## config.mk

```make
export PLATFORM = sky130hd
export DESIGN_NAME = alu_issue_stage
export DESIGN_NICKNAME = d
export VERILOG_FILES = /design/src/rtl/alu_pkg.sv /design/src/rtl/alu_issue_decode.sv /design/src/rtl/alu_issue_stage.sv
export SDC_FILE = /design/constraint.sdc
export NUM_CORES = 1
export LEC_CHECK = 0
export CORE_AREA = 2 2 125 127
export CTS_CLUSTER_DIAMETER = 200
export CTS_CLUSTER_SIZE = 30
export DETAILED_ROUTE_END_ITERATION = 16
export DIE_AREA = 0 0 127 129
export GPL_TIMING_DRIVEN = 0
export PLACE_DENSITY_LB_ADDON = 0.3
export SYNTH_ARGS = -nofsm -noshare
export SYNTH_HDL_FRONTEND = slang
export SYNTH_SLANG_ARGS = --single-unit
export TNS_END_PERCENT = 5
```

## constraint.sdc

```tcl
create_clock -name clk -period 4.39 [get_ports clk]
set_clock_uncertainty 0.05 [all_clocks]
set_input_delay 0.6585 -clock clk [delete_from_list [all_inputs] [get_ports clk]]
set_output_delay 0.6585 -clock clk [all_outputs]
set_load 0.01 [all_outputs]
```

## src/rtl/alu_pkg.sv

```systemverilog
// Shared constants for the ALU issue path: ALU op codes and MIPS opcode/funct encodings.
package alu_pkg;

   typedef logic [3:0] alu_op_t;

   localparam alu_op_t OP_AND  = 4'b0000;
   localparam alu_op_t OP_OR   = 4'b0001;
   localparam alu_op_t OP_XOR  = 4'b0010;
   localparam alu_op_t OP_NOR  = 4'b0011;
   localparam alu_op_t OP_ADDU = 4'b0100;
   localparam alu_op_t OP_SUBU = 4'b0101;
   localparam alu_op_t OP_ADD  = 4'b0110;
   localparam alu_op_t OP_SUB  = 4'b0111;
   localparam alu_op_t OP_SLL  = 4'b1001;
   localparam alu_op_t OP_SRL  = 4'b1011;
   localparam alu_op_t OP_SLT  = 4'b1100;
   localparam alu_op_t OP_SLTU = 4'b1101;
   localparam alu_op_t OP_CLO  = 4'b1110;
   localparam alu_op_t OP_CLZ  = 4'b1111;

   localparam logic [5:0] OPC_RTYPE    = 6'h00;
   localparam logic [5:0] OPC_SPECIAL2 = 6'h1C;
   localparam logic [5:0] OPC_ADDI     = 6'h08;
   localparam logic [5:0] OPC_ADDIU    = 6'h09;
   localparam logic [5:0] OPC_SLTI     = 6'h0A;
   localparam logic [5:0] OPC_SLTIU    = 6'h0B;
   localparam logic [5:0] OPC_ANDI     = 6'h0C;
   localparam logic [5:0] OPC_ORI      = 6'h0D;
   localparam logic [5:0] OPC_XORI     = 6'h0E;

   localparam logic [5:0] FN_SLLV = 6'h04;
   localparam logic [5:0] FN_SRLV = 6'h06;
   localparam logic [5:0] FN_ADD  = 6'h20;
   localparam logic [5:0] FN_ADDU = 6'h21;
   localparam logic [5:0] FN_SUB  = 6'h22;
   localparam logic [5:0] FN_SUBU = 6'h23;
   localparam logic [5:0] FN_AND  = 6'h24;
   localparam logic [5:0] FN_OR   = 6'h25;
   localparam logic [5:0] FN_XOR  = 6'h26;
   localparam logic [5:0] FN_NOR  = 6'h27;
   localparam logic [5:0] FN_SLT  = 6'h2A;
   localparam logic [5:0] FN_SLTU = 6'h2B;
   localparam logic [5:0] FN_CLZ  = 6'h20;
   localparam logic [5:0] FN_CLO  = 6'h21;

endpackage

```

## src/rtl/alu_issue_decode.sv

```systemverilog
// Combinational MIPS decode into ALU op code and operand selection.
module alu_issue_decode
   import alu_pkg::*;
#(
   parameter int unsigned DATA_W = 32
) (
   input  logic [31:0]       instr,
   input  logic [DATA_W-1:0] rs,
   input  logic [DATA_W-1:0] rt,
   output alu_op_t           op,
   output logic [DATA_W-1:0] a,
   output logic [DATA_W-1:0] b,
   output logic              illegal
);

   logic [5:0]        opcode;
   logic [5:0]        funct;
   logic [DATA_W-1:0] imm_sext;
   logic [DATA_W-1:0] imm_zext;
   logic [DATA_W-1:0] shamt;
   logic              unused_fields;

   assign opcode        = instr[31:26];
   assign funct         = instr[5:0];
   assign imm_sext      = {{(DATA_W-16){instr[15]}}, instr[15:0]};
   assign imm_zext      = {{(DATA_W-16){1'b0}}, instr[15:0]};
   assign shamt         = {{(DATA_W-5){1'b0}}, rs[4:0]};
   assign unused_fields = ^instr[25:16];

   always_comb begin
      op      = OP_AND;
      a       = '0;
      b       = '0;
      illegal = 1'b0;
      case (opcode)
         OPC_RTYPE: begin
            a = rs;
            b = rt;
            case (funct)
               FN_AND:  op = OP_AND;
               FN_OR:   op = OP_OR;
               FN_XOR:  op = OP_XOR;
               FN_NOR:  op = OP_NOR;
               FN_ADDU: op = OP_ADDU;
               FN_SUBU: op = OP_SUBU;
               FN_ADD:  op = OP_ADD;
               FN_SUB:  op = OP_SUB;
               FN_SLT:  op = OP_SLT;
               FN_SLTU: op = OP_SLTU;
               FN_SLLV: begin op = OP_SLL; a = rt; b = shamt; end
               FN_SRLV: begin op = OP_SRL; a = rt; b = shamt; end
               default: begin a = '0; b = '0; illegal = 1'b1; end
            endcase
         end
         OPC_SPECIAL2: begin
            case (funct)
               FN_CLO:  begin op = OP_CLO; a = rs; end
               FN_CLZ:  begin op = OP_CLZ; a = rs; end
               default: illegal = 1'b1;
            endcase
         end
         OPC_ADDI:  begin op = OP_ADD;  a = rs; b = imm_sext; end
         OPC_ADDIU: begin op = OP_ADDU; a = rs; b = imm_sext; end
         OPC_SLTI:  begin op = OP_SLT;  a = rs; b = imm_sext; end
         OPC_SLTIU: begin op = OP_SLTU; a = rs; b = imm_sext; end
         OPC_ANDI:  begin op = OP_AND;  a = rs; b = imm_zext; end
         OPC_ORI:   begin op = OP_OR;   a = rs; b = imm_zext; end
         OPC_XORI:  begin op = OP_XOR;  a = rs; b = imm_zext; end
         default:   illegal = 1'b1;
      endcase
   end

endmodule

```

## src/rtl/alu_issue_stage.sv

```systemverilog
// ALU issue stage: decode, registered valid/ready output with one-entry skid, stall counter.
// Optional writeback forwarding into rs/rt is enabled by defining ALU_ISSUE_FWD_EN.
module alu_issue_stage
   import alu_pkg::*;
#(
   parameter int unsigned DATA_W      = 32,
   parameter int unsigned STALL_CNT_W = 16
) (
   input  logic                   clk,
   input  logic                   reset_n,
   input  logic                   in_valid,
   output logic                   in_ready,
   input  logic [31:0]            instr,
   input  logic [DATA_W-1:0]      rs_data,
   input  logic [DATA_W-1:0]      rt_data,
`ifdef ALU_ISSUE_FWD_EN
   input  logic                   wb_valid,
   input  logic [4:0]             wb_reg,
   input  logic [DATA_W-1:0]      wb_data,
`endif
   output logic                   out_valid,
   input  logic                   out_ready,
   output logic [3:0]             alu_op,
   output logic [DATA_W-1:0]      alu_a,
   output logic [DATA_W-1:0]      alu_b,
   output logic                   illegal,
   output logic [STALL_CNT_W-1:0] stall_cnt
);

   localparam int unsigned EntW = 4 + 2 * DATA_W + 1;

   logic [DATA_W-1:0] rs_sel;
   logic [DATA_W-1:0] rt_sel;
   alu_op_t           dec_op;
   logic [DATA_W-1:0] dec_a;
   logic [DATA_W-1:0] dec_b;
   logic              dec_illegal;
   logic [EntW-1:0]   dec_entry;

   logic [EntW-1:0]        out_q, out_d;
   logic                   out_valid_q, out_valid_d;
   logic [EntW-1:0]        skid_q, skid_d;
   logic                   skid_valid_q, skid_valid_d;
   logic                   in_ready_q;
   logic [STALL_CNT_W-1:0] stall_q, stall_d;
   logic                   accept;
   logic                   xfer;

`ifdef ALU_ISSUE_FWD_EN
   // $zero is never forwarded even if a writeback targets it.
   assign rs_sel = (wb_valid && wb_reg != 5'd0 && wb_reg == instr[25:21]) ? wb_data : rs_data;
   assign rt_sel = (wb_valid && wb_reg != 5'd0 && wb_reg == instr[20:16]) ? wb_data : rt_data;
`else
   assign rs_sel = rs_data;
   assign rt_sel = rt_data;
`endif

   alu_issue_decode #(
      .DATA_W (DATA_W)
   ) u_decode (
      .instr   (instr),
      .rs      (rs_sel),
      .rt      (rt_sel),
      .op      (dec_op),
      .a       (dec_a),
      .b       (dec_b),
      .illegal (dec_illegal)
   );

   assign dec_entry = {dec_op, dec_a, dec_b, dec_illegal};
   assign accept    = in_valid && in_ready_q;
   assign xfer      = out_valid_q && out_ready;

   always_comb begin
      out_d        = out_q;
      out_valid_d  = out_valid_q;
      skid_d       = skid_q;
      skid_valid_d = skid_valid_q;
      stall_d      = stall_q;
      if (xfer || !out_valid_q) begin
         // OUT is free this cycle: refill from SKID first to keep order, else from input.
         if (skid_valid_q) begin
            out_d        = skid_q;
            out_valid_d  = 1'b1;
            skid_valid_d = 1'b0;
         end else begin
            out_valid_d = accept;
            if (accept) out_d = dec_entry;
         end
      end else if (accept) begin
         skid_d       = dec_entry;
         skid_valid_d = 1'b1;
      end
      if (out_valid_q && !out_ready && !(&stall_q)) stall_d = stall_q + STALL_CNT_W'(1);
   end

   always_ff @(posedge clk) begin
      if (!reset_n) begin
         out_q        <= '0;
         out_valid_q  <= 1'b0;
         skid_q       <= '0;
         skid_valid_q <= 1'b0;
         in_ready_q   <= 1'b0;
         stall_q      <= '0;
      end else begin
         out_q        <= out_d;
         out_valid_q  <= out_valid_d;
         skid_q       <= skid_d;
         skid_valid_q <= skid_valid_d;
         in_ready_q   <= !skid_valid_d;
         stall_q      <= stall_d;
      end
   end

   assign in_ready                         = in_ready_q;
   assign out_valid                        = out_valid_q;
   assign {alu_op, alu_a, alu_b, illegal}  = out_q;
   assign stall_cnt                        = stall_q;

endmodule

```

# After elaboration in Yosys (flattened, before gate mapping)

Index checks and enable logic that the tools add are counted.

Register bits: 157
Bits in latches: 0
Memory bits (writable): 0
Bits in read-only memories: 0
Output and inout bits: 87
Word-level logic and storage cells: 65
Memories kept: 0

Add/sub/neg operators: 1
Multipliers: 0
Div/mod/pow operators: 0
Order comparisons: 0
Equality and inequality tests: 20
Shift-type cells: 0
Mux-type cells: 16
Bitwise logic cells: 1
Reduce and logical (&&, ||, !) cells: 21

Operators with widths:

| operator                                                              | number |
|---|---|
| 32-bit one-hot mux with 3 select lines                                | 2 |
| 69-bit 2-to-1 mux                                                     | 2 |
| 32-bit one-hot mux with 2 select lines                                | 2 |
| 6-bit equality test, second input constant                            | 10 |
| 4-bit one-hot mux with 11 select lines                                | 1 |
| 6-bit by 4-bit equality test with 1-bit output, second input constant | 7 |
| 32-bit 2-to-1 mux                                                     | 1 |
| 4-bit one-hot mux with 8 select lines                                 | 1 |
| 16-bit by 1-bit adder with 16-bit output, second input constant       | 1 |
| 16-bit AND reduction                                                  | 1 |
| 6-bit by 3-bit equality test with 1-bit output, second input constant | 2 |
| 12-bit OR reduction                                                   | 1 |
| 10-bit OR reduction                                                   | 1 |
| 4-bit one-hot mux with 2 select lines                                 | 1 |
| 7-bit OR reduction                                                    | 1 |
| 6-bit by 5-bit equality test with 1-bit output, second input constant | 1 |
| 6-bit logical NOT                                                     | 1 |
| 1-bit 2-to-1 mux                                                      | 5 |
| 1-bit logical AND                                                     | 4 |
| 1-bit logical NOT                                                     | 4 |
| 2-bit AND reduction                                                   | 2 |
| 2-bit OR reduction                                                    | 2 |
| 4-bit OR reduction                                                    | 1 |
| 1-bit one-hot mux with 3 select lines                                 | 1 |
| 4 further kinds                                                       | 4 |

# Logic depth before layout (Yosys ltp)

Depth in word-level cells: 6
Gate-level depth with buffers: 7

# By module

A second synthesis with hierarchy kept.

Cell total of the unflattened synthesis: 875
Area, all modules: 7318.3 sq um

By module, submodules not included:

| module           | instances | cells an instance | area an instance (sq um) | sequential area each (sq um) |
|---|---|---|---|---|
| alu_issue_stage  | 1         | 712               | 6282.3                   | 3143.0 |
| alu_issue_decode | 1         | 163               | 1036.0                   | 0.0 |

# Worst setup path after synthesis

OpenSTA, ideal clock, no wires.

Path type: input to register
Start: in instr[3]
End: reg out_q[5]
Library setup time: 0.086 ns
Arrival: 1.978 ns
Slack: 2.276 ns
Cell stages on the path: 5
Path buffers: 1
Cell sequence: buf_2 nor4b_4 nor3b_4 a222oi_1 a221oi_2

Cells in the longest elaborated chain, start to end: 6
Elaborated cells on any way between the ends: 18

RTL lines:

| item                                                                                         | line                   | text |
|---|---|---|
| start: declaration                                                                           | alu_issue_stage.sv:13  | `input logic [31:0] instr,` |
| 6-bit equality test / 6-bit by 3-bit equality test with 1-bit output (equally long branches) | alu_issue_decode.sv:39 | `case (funct)` |
| 10-bit OR reduction (no source line) / 2-bit OR reduction (equally long branches)            | n/a                    |  |
| 32-bit one-hot mux with 2 select lines *                                                     | alu_issue_decode.sv:39 |  |
| 32-bit one-hot mux with 3 select lines *                                                     | alu_issue_decode.sv:35 | `case (opcode)` |
| 69-bit 2-to-1 mux *                                                                          | alu_issue_stage.sv:88  | `if (accept) out_d = dec_entry;` |
| 69-bit 2-to-1 mux *                                                                          | alu_issue_stage.sv:82  | `if (skid_valid_q) begin` |
| end signal: assignment                                                                       | alu_issue_stage.sv:106 | `out_q <= out_d;` |
| end: declaration                                                                             | alu_issue_stage.sv:40  | `logic [EntW-1:0] out_q, out_d;` |

Every way passes the cells marked *; elsewhere a longest branch is shown, timed or not. The select of a mux whose other input is x is not followed.
A chain may end at the register's enable or synchronous reset.

# Final worst setup path

Start: in instr[0]
End: reg out_q[5]

The elaborated chain is that of the path after synthesis.

==> results.md <==
- Std cell rows: 45
- Avg Inst Size Synth: approximately 8.7 µm²
- Critical path type: in2reg
- Placed cell area: 9344 µm²
- Tightest Pin Transition: approximately 760 ps
- CTS Buf Count: 17
- Int Power: between 0.002 and 0.0025 W
- Post-layout power: around 0.0033 W
- Die height: between 100 and 150 µm
- GRT Total Usage: 28.83%
- Die ar.: 16380 µm²
- Initial DRC count: 665
- Nets@finish: 1141
- Most frequent cell after synthesis: dfxtp_1
- Total Routed Length: ~24000 µm
- Post-synthesis cell type count: 65
- Top cells by area, synth: dfxtp_1, a21oi_1, a22oi_2, a211oi_1, o21ai_0
- Crit-path cells: clkdlybuf4s50_1 -> nor4b_4 -> nor3b_4 -> a222oi_1 -> a221oi_2
- Reg power frac: between 40% and 50%
- Mapped Nets: about 950
- R2r setup slk: approximately 2000 ps
- Hold Crit Class: reg2reg
- R2R Path Start: skid_valid_q
- Final instance area: ~9900 µm²
- CTS sink cnt: between 150 and 200
- DP Worst Slack: about 1300 ps
- Max FO, Critical Path: 7
- Core area: 14980 µm²
- Register area share after synthesis: a little over two fifths
- Layout cells sized above 1: around 9%
- Buffers on Ports: ~170
- Max-Cap Viols: 0
- Setup crit start: instr[0]
- PD cells: around 330 nW/µm²
- Drt drc: 0
- Worst setup SP type: input pin
- Top post-synthesis cells by count: dfxtp_1, a21oi_1, clkbuf_1
- Synth top area share: between 40 and 50%
- Slew HR: between 40% and 50%
- Net Sw Power: 0.0007911 W
- Top Ports: ~190
- VDD IR max: 0.2634 mV
- Hold Violations, Final: 0
- Static leakage: 3.308 nW
- First-pass GRT wire length: 37350 µm
- Combinational Power Share: between 9 and 10%
- Worst skew pair latency: 440 ps
- CTS clk-pin slew, worst paths: around 60 ps
- Initial antenna violation count: 0
- Post-cts resize count: 0
- Post-CTS Setup Inserts: 0
- Yosys warning count: 0
- Share of power burned in the clock network: ~46%
- Gr ovfl total: 0
- Reg2Reg Depth: 7
- Cell Area, Synth: approximately 7400 µm²
- CTS root buffer: clkbuf_16
- Die Width: approximately 130 µm
- Starting Density: approximately half
- Hold buffers post-CTS: 0
- Vias in the first global route: 7155
- Detailed Place HPWL: about 17000 µm
- Critical Path Slowest Stage Cell: nor3b_4
- Post-synth top flop: dfxtp_1
- Setup crit end: out_q[5]
- Antenna cell count: 0
- Routed vias: ~7700
- Worst path required time: about 4700 ps
- DR vias/cell: 6.179
- Fin Setup TNS: 0 ps
- Synthesis-to-layout area growth: 34.70%
- Drt pass-1 iters: 5
- Slew Limit Fails: 0
- Final setup viols: 0
- Yosys top cell by area: dfxtp_1
- Ys async rst share: 0%
- Min Tclk post-route: between 2000 and 3000 ps
- Fin worst setup slack: between 1500 and 2000 ps
- Final period utilization: between 60 and 70%
- Sw Share: about a quarter
- Deepest clock path buffer count: 2
- Final GP Congestion: around 0.9
- Post-synthesis register bit count: about 160
- H-tree levels: 4
- F_max: 365.4 MHz
- Reg2reg end: out_q[40]
- Syn Inst Count: around 850
- Crit. End Element: flip-flop
- Crit path arrival time: slightly above 3000 ps
- Largest net degree at the start of global routing: 17
- Status: completed
- Routed WL per cell: roughly 20 µm
- CTS tree: done
- Final antenna-violating net count: 0
- RSZ-0062 raised after global routing: no
- Critical Path Max Stage Delay: between 700 and 800 ps
- Post-synth EDFFs: 0
-- worst min path at each step --
stage                     from    endpoint  slack (ps)  cells past startpoint
floorplan           skid_q[68]  skid_q[68]         390                      2
global placement    skid_q[68]  skid_q[68]         400                      2
detailed placement  skid_q[68]  skid_q[68]         400                      2
CTS                 skid_q[68]  skid_q[68]         410                      2
global route          out_q[6]    out_q[6]         440                      2
finish                out_q[7]    out_q[7]         410                      2
-- critical path, delay by kind of cell --
| kind | cells | cell delay, ps |
|---|---|---|
| buffers and inverters | 1 | 570 |
| AO/OA/AOI/OAI | 2 | 560 |
| AND/OR/NAND/NOR | 2 | 1240 |
-- through the flow --
stage	std cells	utilization, %	hold WS [ps]
global route	1241	66.35	436.8
floorplan	848	-	386.6
CTS	1241	66.35	410.7
global placement	1209	62.39	395.7
detailed placement	1209	62.39	401.6
finish	1241	66.35	409.0
-- power by group through the flow --
stage	registers, W	logic, W	clock network [W]
after floorplan	0.00149	0.000143	0
after global placement	0.00149	0.000316	0
after detailed placement	0.00149	0.000320	0
after CTS	0.00146	0.000323	0.00150
after global routing	0.00146	0.000347	0.00157
final	0.00146	0.000327	0.00150
-- cell type report --
cell class | count | area, µm²
Fill cell | 1242 | 5040
Multi-Input combinational cell | 596 | 3807
Sequential cell | 157 | 3143
Timing Repair Buffer | 173 | 1732
Clock buffer | 21 | 450.4
Buffer | 88 | 400.4
Tap cell | 188 | 235.2
Clock inverter | 11 | 142.6
Inverter | 7 | 26.28
-- metal layers --
layer | GRT usage, % | share of wire [%] | vias up
met1 | 37.20 | 42 | 3593
met2 | 46.05 | 46 | 390
met5 | 0 | 0 | -
met3 | 7.526 | 8.2 | 68
met4 | 12.22 | 3.3 | 0
li1 | - | - | 3617
-- layout by cell type (no fill, tap or decap), drive strengths merged, types with 32 or more instances in the layout --
cell type	synthesis	layout
clkbuf	63	84
o22ai	33	33
a22oi	32	32
o211ai	34	34
o21ai	87	87
a211oi	40	40
and3	38	38
nor3	32	32
nor2	43	43
nand3	43	43
a21oi	88	88
clkdlybuf4s50	0	173
dfxtp	157	157
-- cells by family (layout without fill, tap and decap cells) --
group | Yosys count | in the layout | share of synthesized area (%)
and+or+nand+nor | 223 | 223 | 16.77
xor gates and xnor gates | 9 | 9 | 1.068
buffers and inverters | 95 | 300 | 5.784
adders and majority gates | 1 | 1 | 0.1696
DFF | 157 | 157 | 42.61
AOI/OAI and AO/OA | 363 | 363 | 33.60
-- state kept, by name, indices dropped and copies added, names as in the netlist --
name / flops
out_valid: 1
skid_q: 69
stall_cnt: 16
in_ready: 1
out_q: 69
skid_valid_q: 1
No activity file was read; power rests on OpenSTA's default activity.
